--- src/rtl/vend_pkg.sv ---
// ---------------------------------------------------------------------------
// vend_pkg
// Shared definitions for the vending-machine controller: the controller
// state encoding, the coin-slot encodings and the rupee value of each coin.
// ---------------------------------------------------------------------------
package vend_pkg;

    typedef enum logic [1:0] {
        IDLE     = 2'd0,
        CREDIT   = 2'd1,
        DISPENSE = 2'd2,
        CHANGE   = 2'd3
    } state_t;

    // Coin slot encodings; 2'b11 is the invalid/unrecognised coin.
    localparam logic [1:0] COIN_NONE = 2'b00;
    localparam logic [1:0] COIN_5    = 2'b01;
    localparam logic [1:0] COIN_10   = 2'b10;

    localparam logic [6:0] COIN_5_VAL  = 7'd5;
    localparam logic [6:0] COIN_10_VAL = 7'd10;

    // Value of a coin event in rupees; zero for "no coin" and for the
    // invalid encoding, so a zero result also means "not acceptable".
    function automatic logic [6:0] coin_value(input logic [1:0] coin);
        case (coin)
            COIN_5:  coin_value = COIN_5_VAL;
            COIN_10: coin_value = COIN_10_VAL;
            default: coin_value = 7'd0;
        endcase
    endfunction

endpackage

--- src/rtl/vend_idle_timer.sv ---
// ---------------------------------------------------------------------------
// vend_idle_timer
// Counts idle cycles while the controller holds credit.
// Ports:
//   clk     - rising-edge clock
//   rst     - asynchronous active-high reset
//   clear   - restart the count from zero (has priority over enable)
//   enable  - count this cycle
//   expired - high during the TIMEOUT-th consecutive enabled idle cycle
// ---------------------------------------------------------------------------
module vend_idle_timer #(
    parameter int TIMEOUT = 200
) (
    input  logic clk,
    input  logic rst,
    input  logic clear,
    input  logic enable,
    output logic expired
);

    localparam int              CW   = $clog2(TIMEOUT + 1);
    localparam logic [CW-1:0]   LAST = CW'(TIMEOUT - 1);

    logic [CW-1:0] cnt_q, cnt_d;

    // The counter parks at LAST; the controller leaves CREDIT on expiry,
    // which clears it, so it never needs to wrap.
    always_comb begin
        cnt_d = cnt_q;
        if (clear) begin
            cnt_d = '0;
        end else if (enable && (cnt_q != LAST)) begin
            cnt_d = cnt_q + CW'(1);
        end
    end

    always_ff @(posedge clk or posedge rst) begin
        if (rst) begin
            cnt_q <= '0;
        end else begin
            cnt_q <= cnt_d;
        end
    end

    assign expired = enable && (cnt_q == LAST);

endmodule

--- src/rtl/vend_controller.sv ---
// ---------------------------------------------------------------------------
// vend_controller
// Coin-operated vending controller: accumulates 5/10 rupee coins, sells one
// of four products, then pays back the remaining credit one coin at a time.
// Ports:
//   clk, rst          - clock, asynchronous active-high reset
//   in[1:0]           - coin event (00 none, 01 5rs, 10 10rs, 11 invalid)
//   sel_valid, sel_id - product selection strobe and product number
//   cancel            - refund request
//   disp_req, disp_id - dispense request / product, held until disp_ack
//   chg_req, chg_coin - hopper request / coin (0: 5rs, 1: 10rs), until chg_ack
//   coin_rej          - pulse: the coin offered last cycle was returned
//   err               - pulse: selection with insufficient credit
//   credit[5:0]       - current credit in rupees
// All outputs are registered.
// ---------------------------------------------------------------------------
module vend_controller #(
    parameter int PRICE0     = 15,
    parameter int PRICE1     = 20,
    parameter int PRICE2     = 25,
    parameter int PRICE3     = 30,
    parameter int MAX_CREDIT = 50,
    parameter int TIMEOUT    = 200
) (
    input  logic       clk,
    input  logic       rst,
    input  logic [1:0] in,
    input  logic       sel_valid,
    input  logic [1:0] sel_id,
    input  logic       cancel,
    output logic       disp_req,
    output logic [1:0] disp_id,
    input  logic       disp_ack,
    output logic       chg_req,
    output logic       chg_coin,
    input  logic       chg_ack,
    output logic       coin_rej,
    output logic       err,
    output logic [5:0] credit
);

    import vend_pkg::*;

    localparam logic [6:0] MAX_C = 7'(MAX_CREDIT);

    function automatic logic [5:0] price_of(input logic [1:0] id);
        case (id)
            2'd0:    price_of = 6'(PRICE0);
            2'd1:    price_of = 6'(PRICE1);
            2'd2:    price_of = 6'(PRICE2);
            default: price_of = 6'(PRICE3);
        endcase
    endfunction

    state_t     state_q, state_d;
    logic [5:0] credit_q, credit_d;
    logic       disp_req_q, disp_req_d;
    logic [1:0] disp_id_q, disp_id_d;
    logic       chg_req_q, chg_req_d;
    logic       chg_coin_q, chg_coin_d;
    logic       coin_rej_q, coin_rej_d;
    logic       err_q, err_d;

    logic       coin_accept;
    logic       tmr_clear, tmr_expired;

    // Coin and selection qualifiers evaluated against the current credit.
    logic       coin_present;
    logic [6:0] coin_sum;
    logic       coin_fits;
    logic [5:0] price;
    logic       sel_ok;

    assign coin_present = (in != COIN_NONE);
    assign coin_sum     = {1'b0, credit_q} + coin_value(in);
    assign coin_fits    = (coin_value(in) != 7'd0) && (coin_sum <= MAX_C);
    assign price        = price_of(sel_id);
    assign sel_ok       = (credit_q >= price);

    // Any accepted coin or selection attempt counts as activity.
    assign tmr_clear = (state_q != CREDIT) || coin_accept || sel_valid;

    vend_idle_timer #(
        .TIMEOUT (TIMEOUT)
    ) u_idle_timer (
        .clk     (clk),
        .rst     (rst),
        .clear   (tmr_clear),
        .enable  (state_q == CREDIT),
        .expired (tmr_expired)
    );

    always_comb begin
        state_d     = state_q;
        credit_d    = credit_q;
        disp_req_d  = disp_req_q;
        disp_id_d   = disp_id_q;
        chg_req_d   = chg_req_q;
        chg_coin_d  = chg_coin_q;
        coin_rej_d  = 1'b0;
        err_d       = 1'b0;
        coin_accept = 1'b0;

        case (state_q)
            IDLE: begin
                // Cancel has nothing to refund here but still outranks a coin.
                if (!cancel && coin_fits) begin
                    credit_d    = coin_sum[5:0];
                    coin_accept = 1'b1;
                    state_d     = CREDIT;
                end else begin
                    coin_rej_d = coin_present;
                end
            end

            CREDIT: begin
                if (cancel) begin
                    coin_rej_d = coin_present;
                    chg_req_d  = 1'b1;
                    chg_coin_d = (credit_q >= 6'd10);
                    state_d    = CHANGE;
                end else if (sel_valid && sel_ok) begin
                    coin_rej_d = coin_present;
                    credit_d   = credit_q - price;
                    disp_req_d = 1'b1;
                    disp_id_d  = sel_id;
                    state_d    = DISPENSE;
                end else begin
                    // A failed selection does not block a coin on the same cycle.
                    err_d = sel_valid;
                    if (coin_fits) begin
                        credit_d    = coin_sum[5:0];
                        coin_accept = 1'b1;
                    end else begin
                        coin_rej_d = coin_present;
                    end
                    if (!sel_valid && !coin_fits && tmr_expired) begin
                        chg_req_d  = 1'b1;
                        chg_coin_d = (credit_q >= 6'd10);
                        state_d    = CHANGE;
                    end
                end
            end

            DISPENSE: begin
                coin_rej_d = coin_present;
                if (disp_ack) begin
                    disp_req_d = 1'b0;
                    disp_id_d  = 2'd0;
                    if (credit_q != 6'd0) begin
                        chg_req_d  = 1'b1;
                        chg_coin_d = (credit_q >= 6'd10);
                        state_d    = CHANGE;
                    end else begin
                        state_d = IDLE;
                    end
                end
            end

            CHANGE: begin
                coin_rej_d = coin_present;
                if (chg_ack) begin
                    // chg_coin is only 1 when credit >= 10, so this cannot underflow.
                    credit_d = credit_q - (chg_coin_q ? 6'd10 : 6'd5);
                    if (credit_d == 6'd0) begin
                        chg_req_d  = 1'b0;
                        chg_coin_d = 1'b0;
                        state_d    = IDLE;
                    end else begin
                        chg_coin_d = (credit_d >= 6'd10);
                    end
                end
            end

            default: state_d = IDLE;
        endcase
    end

    always_ff @(posedge clk or posedge rst) begin
        if (rst) begin
            state_q    <= IDLE;
            credit_q   <= 6'd0;
            disp_req_q <= 1'b0;
            disp_id_q  <= 2'd0;
            chg_req_q  <= 1'b0;
            chg_coin_q <= 1'b0;
            coin_rej_q <= 1'b0;
            err_q      <= 1'b0;
        end else begin
            state_q    <= state_d;
            credit_q   <= credit_d;
            disp_req_q <= disp_req_d;
            disp_id_q  <= disp_id_d;
            chg_req_q  <= chg_req_d;
            chg_coin_q <= chg_coin_d;
            coin_rej_q <= coin_rej_d;
            err_q      <= err_d;
        end
    end

    assign disp_req = disp_req_q;
    assign disp_id  = disp_id_q;
    assign chg_req  = chg_req_q;
    assign chg_coin = chg_coin_q;
    assign coin_rej = coin_rej_q;
    assign err      = err_q;
    assign credit   = credit_q;

endmodule

--- config.mk ---
export PLATFORM = sky130hd
export DESIGN_NAME = vend_controller
export DESIGN_NICKNAME = d
export VERILOG_FILES = /design/src/rtl/vend_pkg.sv /design/src/rtl/vend_idle_timer.sv /design/src/rtl/vend_controller.sv
export SDC_FILE = /design/constraint.sdc
export NUM_CORES = 1
export LEC_CHECK = 0
export BUFFER_PORTS_ARGS = -buffer_cell sky130_fd_sc_hd__buf_2
export CAP_MARGIN = 20
export CORE_MARGIN = 5
export CORE_UTILIZATION = 29
export DETAILED_ROUTE_END_ITERATION = 6
export GPL_TIMING_DRIVEN = 1
export SETUP_SLACK_MARGIN = 0.02
export SYNTH_ARGS = -nofsm -noshare
export SYNTH_HDL_FRONTEND = slang
export SYNTH_SLANG_ARGS = --single-unit
export TNS_END_PERCENT = 30
--- constraint.sdc ---
create_clock -name clk -period 4.2 [get_ports clk]
set_input_delay 0.21 -clock clk [delete_from_list [all_inputs] [get_ports clk]]
set_output_delay 0.21 -clock clk [all_outputs]
set_load 0.005 [all_outputs]
==> out/metrics.cfg, run 1 <==
[power]
powerDensity_mw_per_mm2 = 826
peakVddDrop_mv = 0.389
p_leak_nw = 1.14
total_power_mw = 2.14

[sta]
worst_slack_ns = 0.880
min_period_ns = 3.32
max_slew_margin_pct = 52.3
tns_ns = 0
finalSetupViolations = 0
slew_violations = 0
clock.fmax_mhz = 301
whs_ns = 0.213
min_period_over_period_pct = 79.0
tightest_slew_ns = 0.716
grt_setup_unrepaired = no
skew_ns = 0.0103
hold_violations = 0

[logic_synthesis]
synth_area_leaders = dfrtp_1 (25%), ha_1 (13%), xor2_1 (4.9%)
synthesis.area_mm2 = 0.00231
synthArstFlopShare_pct = 100
yosysSeqAreaShare_pct = 24.9
syn_area_per_cell_um2 = 8.91
synth_cells = 259
synth_ff_type = dfrtp_1
synth_nets = 295
yosysTopAreaCellShare_pct = 24.9
synth_top_area_cell = dfrtp_1
ys_seq_elements = 23
synth_cell_type_count = 65
synth_most_common_cell = ha_1
synth_edf_count = 0
synth_common_cells = ha_1 (24), dfrtp_1 (23), nand2_1 (22), o21ai_0 (18)
synth_warnings = 0

[worst_setup_path]
critical_path.cell_chain = inv_1 > ha_1 > inv_1 > fa_1 > a311oi_1 > xor2_1 > or3_4 > o31a_1 > a2111oi_4 > o21ai_2 > mux2_4
rr_endpoint = state_q[0]$_DFFE_PP0P_
rrSetupSlack_ns = 0.88
crit_path_top_delay_cell = or3_4
worstPathArrival_ns = 3.48
critPathLaunchType = flip-flop
cp.depth = 11
reg2reg_from = chg_coin$_DFFE_PP0P_
cp_top_family = compound AO/OA/AOI/OAI gates
slowest_delay_ns = 0.42
crit_required_ns = 4.36
r2r_cells = 11
critPathKind = reg -> reg
critPathMostFrequentCell = inv_1
cp-end-kind = flip-flop
crit_path_max_fanout = 4
worstPathBufferInverterCount = 2

[worst_hold_path]
holdPathStages = 2
hp-start = sel_id[0]
hold_path.class = in -> reg
hold_end = disp_id[0]$_DFFE_PP0P_

[finish]
drive_gt1_share_pct = 20.4
area.growth.synth_to_final_pct = 12.2
final_util_pct = 33.5
final_nets = 317
fin_area_mm2 = 0.00259
stdcell_count = 382
diodes = 0

[routing]
wire_per_inst_um = 15.2
drc_errors = 0
vias = 1975
drt_pass1_iterations = 4
wl_um = 5810
vias_per_cell = 5.17
drtIter0Drc = 118
drtAntennaViolNets = 0

[placed_design]
dp_worst_setup_slack_ns = 0.892
place_hpwl_um = 4540
routabilityCongestion = 0.862
dpl_cell_area_mm2 = 0.00251
portBuffers = 22
placedCellCount = 376

[floorplanning]
dieWidth_um = 99.2
ioPinCount = 23
rows = 32
core_area_mm2 = 0.00773
die-area_mm2 = 0.00984
fp.dieH_um = 99.2
start_util_pct = 29.9

[clock_tree]
h-tree-depth = 1
clock-sinks = 23
clk_pin_slew_ns = 0.10
post_cts_resized = 0
cts_tree = built
numCtsBuffers = 3
post-cts-setup-buffers = 0
cts_root_buf = clkbuf_8
insertion_delay_ns = 0.28
cts_buffer_depth = 2

[grt]
grt_pass1_wl_um = 9730
grt_start_max_net_pins = 24
grt_pass1_vias = 1923
overflow = 0
antenna_found_initial = 0
grt_util_all_layers_pct = 12.1

[job]
drv_cap = 0

[run_status]
run_status = complete, no violations

-- flip-flops by register name (all words and copies together), names as in the netlist --
name                cells
disp_id                 2
chg_coin                1
err                     1
credit                  6
coin_rej                1
chg_req                 1
disp_req                1
state_q                 2
u_idle_timer.cnt_q      8
-- kinds of logic (layout without fill, tap and decap cells) --
kind of cell / Yosys count / in the layout / share of synthesized area, %
AND/OR/NAND/NOR: 84 / 84 / 18.9
AO/OA/AOI/OAI: 71 / 71 / 24.3
buffers and inverters: 27 / 48 / 5.26
adder cells (fa/ha/maj): 26 / 26 / 14.7
flip-flops: 23 / 23 / 24.9
XOR/XNOR: 20 / 20 / 7.91
multiplexers: 8 / 8 / 3.90
-- per-layer routing --
layer	vias up	track usage [%]	part of all wire (%)
li1	979	-	-
met5	-	0	0
met3	11	1.89	4.3
met1	935	17.0	48
met4	0	3.47	2.2
met2	50	19.3	45
-- area by class of cell --
| type | count | area (um2) |
|---|---|---|
| Multi-Input combinational cell | 209 | 1610 |
| Clock inverter | 1 | 5.00 |
| Sequential cell | 23 | 576 |
| Fill cell | 807 | 5140 |
| Timing Repair Buffer | 26 | 163 |
| Clock buffer | 3 | 41.3 |
| Tap cell | 102 | 128 |
| Inverter | 18 | 67.6 |
-- worst max path at each step --
stage | from | to | slack (ns)
detailed placement | chg_coin$_DFFE_PP0P_ | state_q[0]$_DFFE_PP0P_ | 0.89
global route | chg_coin$_DFFE_PP0P_ | state_q[0]$_DFFE_PP0P_ | 0.70
CTS | chg_coin$_DFFE_PP0P_ | state_q[0]$_DFFE_PP0P_ | 0.87
global placement | chg_coin$_DFFE_PP0P_ | state_q[0]$_DFFE_PP0P_ | 0.96
finish | chg_coin$_DFFE_PP0P_ | state_q[0]$_DFFE_PP0P_ | 0.88
floorplan | chg_coin$_DFFE_PP0P_ | state_q[0]$_DFFE_PP0P_ | 1.04
-- power breakdown --
group	total (mW)	internal, mW	switching, mW
clock	0.148	0.0665	0.0816
sequential	0.412	0.295	0.117
combinational	1.58	0.691	0.890
total	2.14	1.05	1.09
-- cells in the final DEF (no fill, tap or decap), types with 4 or more instances in the layout --
| master | count |
|---|---|
| o21ai_0 | 18 |
| nand2b_1 | 5 |
| nand3_1 | 4 |
| nor2_1 | 17 |
| nor3_1 | 5 |
| a21oi_1 | 10 |
| nand4_1 | 4 |
| xor2_1 | 13 |
| ha_1 | 24 |
| buf_2 | 22 |
| inv_1 | 17 |
| and3_1 | 4 |
| nor2_2 | 7 |
| nand2_1 | 22 |
| nor2b_1 | 5 |
| mux2_2 | 4 |
| xnor2_1 | 6 |
| dfrtp_1 | 23 |
-- worst reg2reg max path, stage by stage (launching register included) --
cell	delay (ns)
dfrtp_1	0.41
inv_1	0.16
ha_1	0.19
inv_1	0.06
fa_1	0.39
a311oi_1	0.32
xor2_1	0.15
or3_4	0.42
o31a_1	0.33
a2111oi_4	0.36
o21ai_2	0.12
mux2_4	0.30
-- repair_timing --
item                                    4_1_cts  5_1_grt
hold endpoints to repair                      0        8
hold buffers                                  0        1
endpoints found under the setup margin        0        0
Power figures use the tool's default switching activity.
==> inputs of run 2 (changes only) <==
--- a/config.mk
+++ b/config.mk
@@ -5,6 +5,7 @@
 export SDC_FILE = /design/constraint.sdc
 export NUM_CORES = 1
 export LEC_CHECK = 0
+export ABC_AREA = 1
 export BUFFER_PORTS_ARGS = -buffer_cell sky130_fd_sc_hd__buf_2
 export CAP_MARGIN = 20
 export CORE_MARGIN = 5
==> constraint.sdc (replaced) <==
create_clock -name clk -period 3.05 [get_ports clk]
set_input_delay 0.1525 -clock clk [delete_from_list [all_inputs] [get_ports clk]]
set_output_delay 0.1525 -clock clk [all_outputs]
set_load 0.005 [all_outputs]
==> run 2 against run 1 <==
  * Power rose by 8.5%
  * Hold slack got worse by 0.16 ns
  * Utilization increased by 0.55 points
  * Clock skew is 0.0029 ns lower
  * Critical path depth rose by 3
  * Critical path type unchanged
  * Largest cell class unchanged
  * Highest routed layer unchanged
==> out/metrics.cfg, run 2 <==
[finish]
multi_input_area_mm2 = 0.00148  ; was 0.00161 mm2
drive_gt1_share_pct = 16.3  ; was 20.4%
area.growth.synth_to_final_pct = 12.7  ; was 12.2%
final_cell_mix = nand2_1 (82), inv_1 (37), nand3_1 (35), ha_1 (24), dfrtp_1 (23)  ; was ha_1 (24), dfrtp_1 (23), nand2_1 (22), buf_2 (22), o21ai_0 (18)
regMostFlops = u_idle_timer.cnt_q  ; unchanged
diodes = 0  ; unchanged
ff_latch_area_um2 = 576  ; unchanged
final_common_cell = nand2_1  ; was ha_1
largest_reg_flops = 8  ; unchanged
fin_area_mm2 = 0.00250  ; was 0.00259 mm2
final_nets = 369  ; was 317
nFillCells = 794  ; was 807

[clock_tree]
clk_pin_slew_ns = 0.09  ; was 0.10 ns
post_cts_resized = 0  ; unchanged
cts_root_buf = clkbuf_8  ; unchanged
cts_tree = built  ; unchanged
numCtsBuffers = 3  ; unchanged
cts_buffer_depth = 2  ; unchanged
h-tree-depth = 1  ; unchanged
postCtsHoldBufs = 0  ; unchanged
clock-sinks = 23  ; unchanged
insertion_delay_ns = 0.28  ; about the same
post-cts-setup-buffers = 0  ; unchanged

[routing]
drt_pass1_iterations = 6  ; was 4
drtAntennaViolNets = 0  ; unchanged
wl_um = 5540  ; was 5810 um
drc_errors = 0  ; unchanged
vias_per_cell = 4.79  ; was 5.17
drtIter0Drc = 136  ; was 118
wire_per_inst_um = 12.9  ; was 15.2 um
vias = 2065  ; was 1,975

[sta]
min_period_over_period_pct = 79.5  ; was 79.0%
max_slew_margin_pct = 39.3  ; was 52.3%
whs_ns = 0.0559  ; was 0.213 ns
clock.fmax_mhz = 413  ; was 301 MHz
slew_violations = 0  ; unchanged
grt_setup_unrepaired = no  ; unchanged
tns_ns = 0  ; unchanged
skew_ns = 0.00736  ; was 0.0103 ns
min_period_ns = 2.42  ; was 3.32 ns
worst_slack_ns = 0.626  ; was 0.880 ns
tightest_slew_ns = 0.910  ; was 0.716 ns
finalSetupViolations = 0  ; unchanged
hold_violations = 0  ; unchanged

[placed_design]
dp_worst_setup_slack_ns = 0.650  ; was 0.892 ns
dpl_cell_area_mm2 = 0.00245  ; was 0.00251 mm2
place_hpwl_um = 4480  ; was 4540 um
routabilityCongestion = 0.937  ; was 0.862
portBuffers = 22  ; unchanged

[worst_setup_path]
r2r_cells = 14  ; was 11
crit_required_ns = 3.22  ; was 4.36 ns
worstPathArrival_ns = 2.59  ; was 3.48 ns
crit_path_max_fanout = 4  ; unchanged
critPathLaunchType = flip-flop  ; unchanged
cp-end-kind = flip-flop  ; unchanged
rr_endpoint = state_q[0]$_DFFE_PP0P_  ; unchanged
reg2reg_from = chg_coin$_DFFE_PP0P_  ; unchanged
rrSetupSlack_ns = 0.63  ; was 0.88 ns
critPathKind = reg -> reg  ; unchanged

[logic_synthesis]
synth_common_cells = nand2_1 (82), inv_1 (37), nand3_1 (35), ha_1 (24), dfrtp_1 (23)  ; was ha_1 (24), dfrtp_1 (23), nand2_1 (22), o21ai_0 (18)
synthesis.area_mm2 = 0.00222  ; was 0.00231 mm2
synth_area_leaders = dfrtp_1 (26%), nand2_1 (14%), ha_1 (14%)  ; was dfrtp_1 (25%), ha_1 (13%), xor2_1 (4.9%)
synth_most_common_cell = nand2_1  ; was ha_1
yosysTopAreaCellShare_pct = 26.0  ; was 24.9%
synthArstFlopShare_pct = 100  ; unchanged
synth_edf_count = 0  ; unchanged
synth_top_area_cell = dfrtp_1  ; unchanged
yosysSeqAreaShare_pct = 26.0  ; was 24.9%
synth_cells = 307  ; was 259
synth_warnings = 0  ; unchanged
synth_nets = 343  ; was 295
ys_seq_elements = 23  ; unchanged
syn_area_per_cell_um2 = 7.22  ; was 8.91 um2
synth_ff_type = dfrtp_1  ; unchanged
synth_cell_type_count = 38  ; was 65

[power]
switchingPower_mw = 1.24  ; was 1.09 mW
total_power_mw = 2.32  ; was 2.14 mW
pwr-share-seq_pct = 22.2  ; was 19.2%
power_frac_clock_pct = 8.8  ; was 6.9%
p_leak_nw = 1.29  ; was 1.14 nW
pwr-share-comb_pct = 69.0  ; was 73.8%
sw_frac_of_total_pct = 53.4  ; was 50.8%
p_int_mw = 1.08  ; was 1.05 mW
peakVddDrop_mv = 0.272  ; was 0.389 mV
powerDensity_mw_per_mm2 = 929  ; was 826 mW/mm2

[job]
drv_cap = 0  ; unchanged

[floorplanning]
start_util_pct = 30.2  ; was 29.9%
rows = 31  ; was 32
ioPinCount = 23  ; unchanged
fp.dieH_um = 97.4  ; was 99.2 um
die-area_mm2 = 0.00949  ; was 0.00984 mm2
core_area_mm2 = 0.00733  ; was 0.00773 mm2
dieWidth_um = 97.4  ; was 99.2 um

[grt]
grt_start_max_net_pins = 24  ; unchanged
antenna_found_initial = 0  ; unchanged
grt_pass1_wl_um = 9600  ; was 9730 um
grt_util_all_layers_pct = 12.1  ; about the same
grt_pass1_vias = 2026  ; was 1,923
overflow = 0  ; unchanged

[run_status]
run_status = complete, no violations  ; unchanged

[worst_hold_path]
hold_path.class = in -> async  ; was in -> reg

run 2: how the worst max path moves through the flow:
stage                    startpoint                endpoint  cells after the start
2_1_floorplan  chg_coin$_DFFE_PP0P_  state_q[0]$_DFFE_PP0P_                     14
3_3_place_gp   chg_coin$_DFFE_PP0P_  state_q[0]$_DFFE_PP0P_                     14
3_5_place_dp   chg_coin$_DFFE_PP0P_  state_q[0]$_DFFE_PP0P_                     14
4_1_cts        chg_coin$_DFFE_PP0P_  state_q[0]$_DFFE_PP0P_                     14
5_1_grt        chg_coin$_DFFE_PP0P_  state_q[0]$_DFFE_PP0P_                     14
6_report       chg_coin$_DFFE_PP0P_  state_q[0]$_DFFE_PP0P_                     14
run 2: area by class of cell:
cell class	instances	share of cell area, %
Multi-Input combinational cell	242	59.3
Sequential cell	23	23.0
Inverter	40	6.01
Tap cell	99	4.96
Timing Repair Buffer	23	4.71
Clock buffer	3	1.65
Clock inverter	1	0.300
run 2: logic make-up after synthesis:
logic type	after synthesis	share of synthesized area (%)
flops	23	26.0
buf+inv	42	7.17
xor+xnor	12	4.74
compound gates	34	9.93
simple gates	170	36.9
fa+ha+maj	26	15.4
run 2: critical path, cell delays in order (launching register included):
cell	delay, ns
dfrtp_1	0.42
inv_1	0.17
ha_1	0.18
inv_1	0.06
fa_1	0.41
a21oi_1	0.13
o21ai_0	0.10
xor2_1	0.18
nand2_1	0.10
o21bai_1	0.14
nand2_1	0.09
a21oi_2	0.14
nand2_1	0.08
nand2_1	0.06
nand2_1	0.05
run 2: per-stage QoR:
stage | util (%) | std cells
after floorplan | - | 307
after global placement | 33.4 | 427
after detailed placement | 33.4 | 427
after CTS | 34.1 | 431
after global routing | 34.1 | 431
final | 34.1 | 431
run 2: power groups by stage:
stage	registers, mW	logic (mW)	clock network [mW]
after global routing	0.532	1.83	0.223
after CTS	0.515	1.60	0.216
after global placement	0.526	1.59	0
after detailed placement	0.520	1.59	0
final	0.516	1.60	0.205
after floorplan	0.499	1.20	0
run 2: layer usage:
metal / track usage (%) / vias to the layer above / wire length [um]
li1: - / 1058 / -
met1: 15.8 / 949 / 2660
met2: 20.0 / 41 / 2600
met3: 2.01 / 17 / 126
met4: 4.15 / 0 / 152
met5: 0 / - / 0
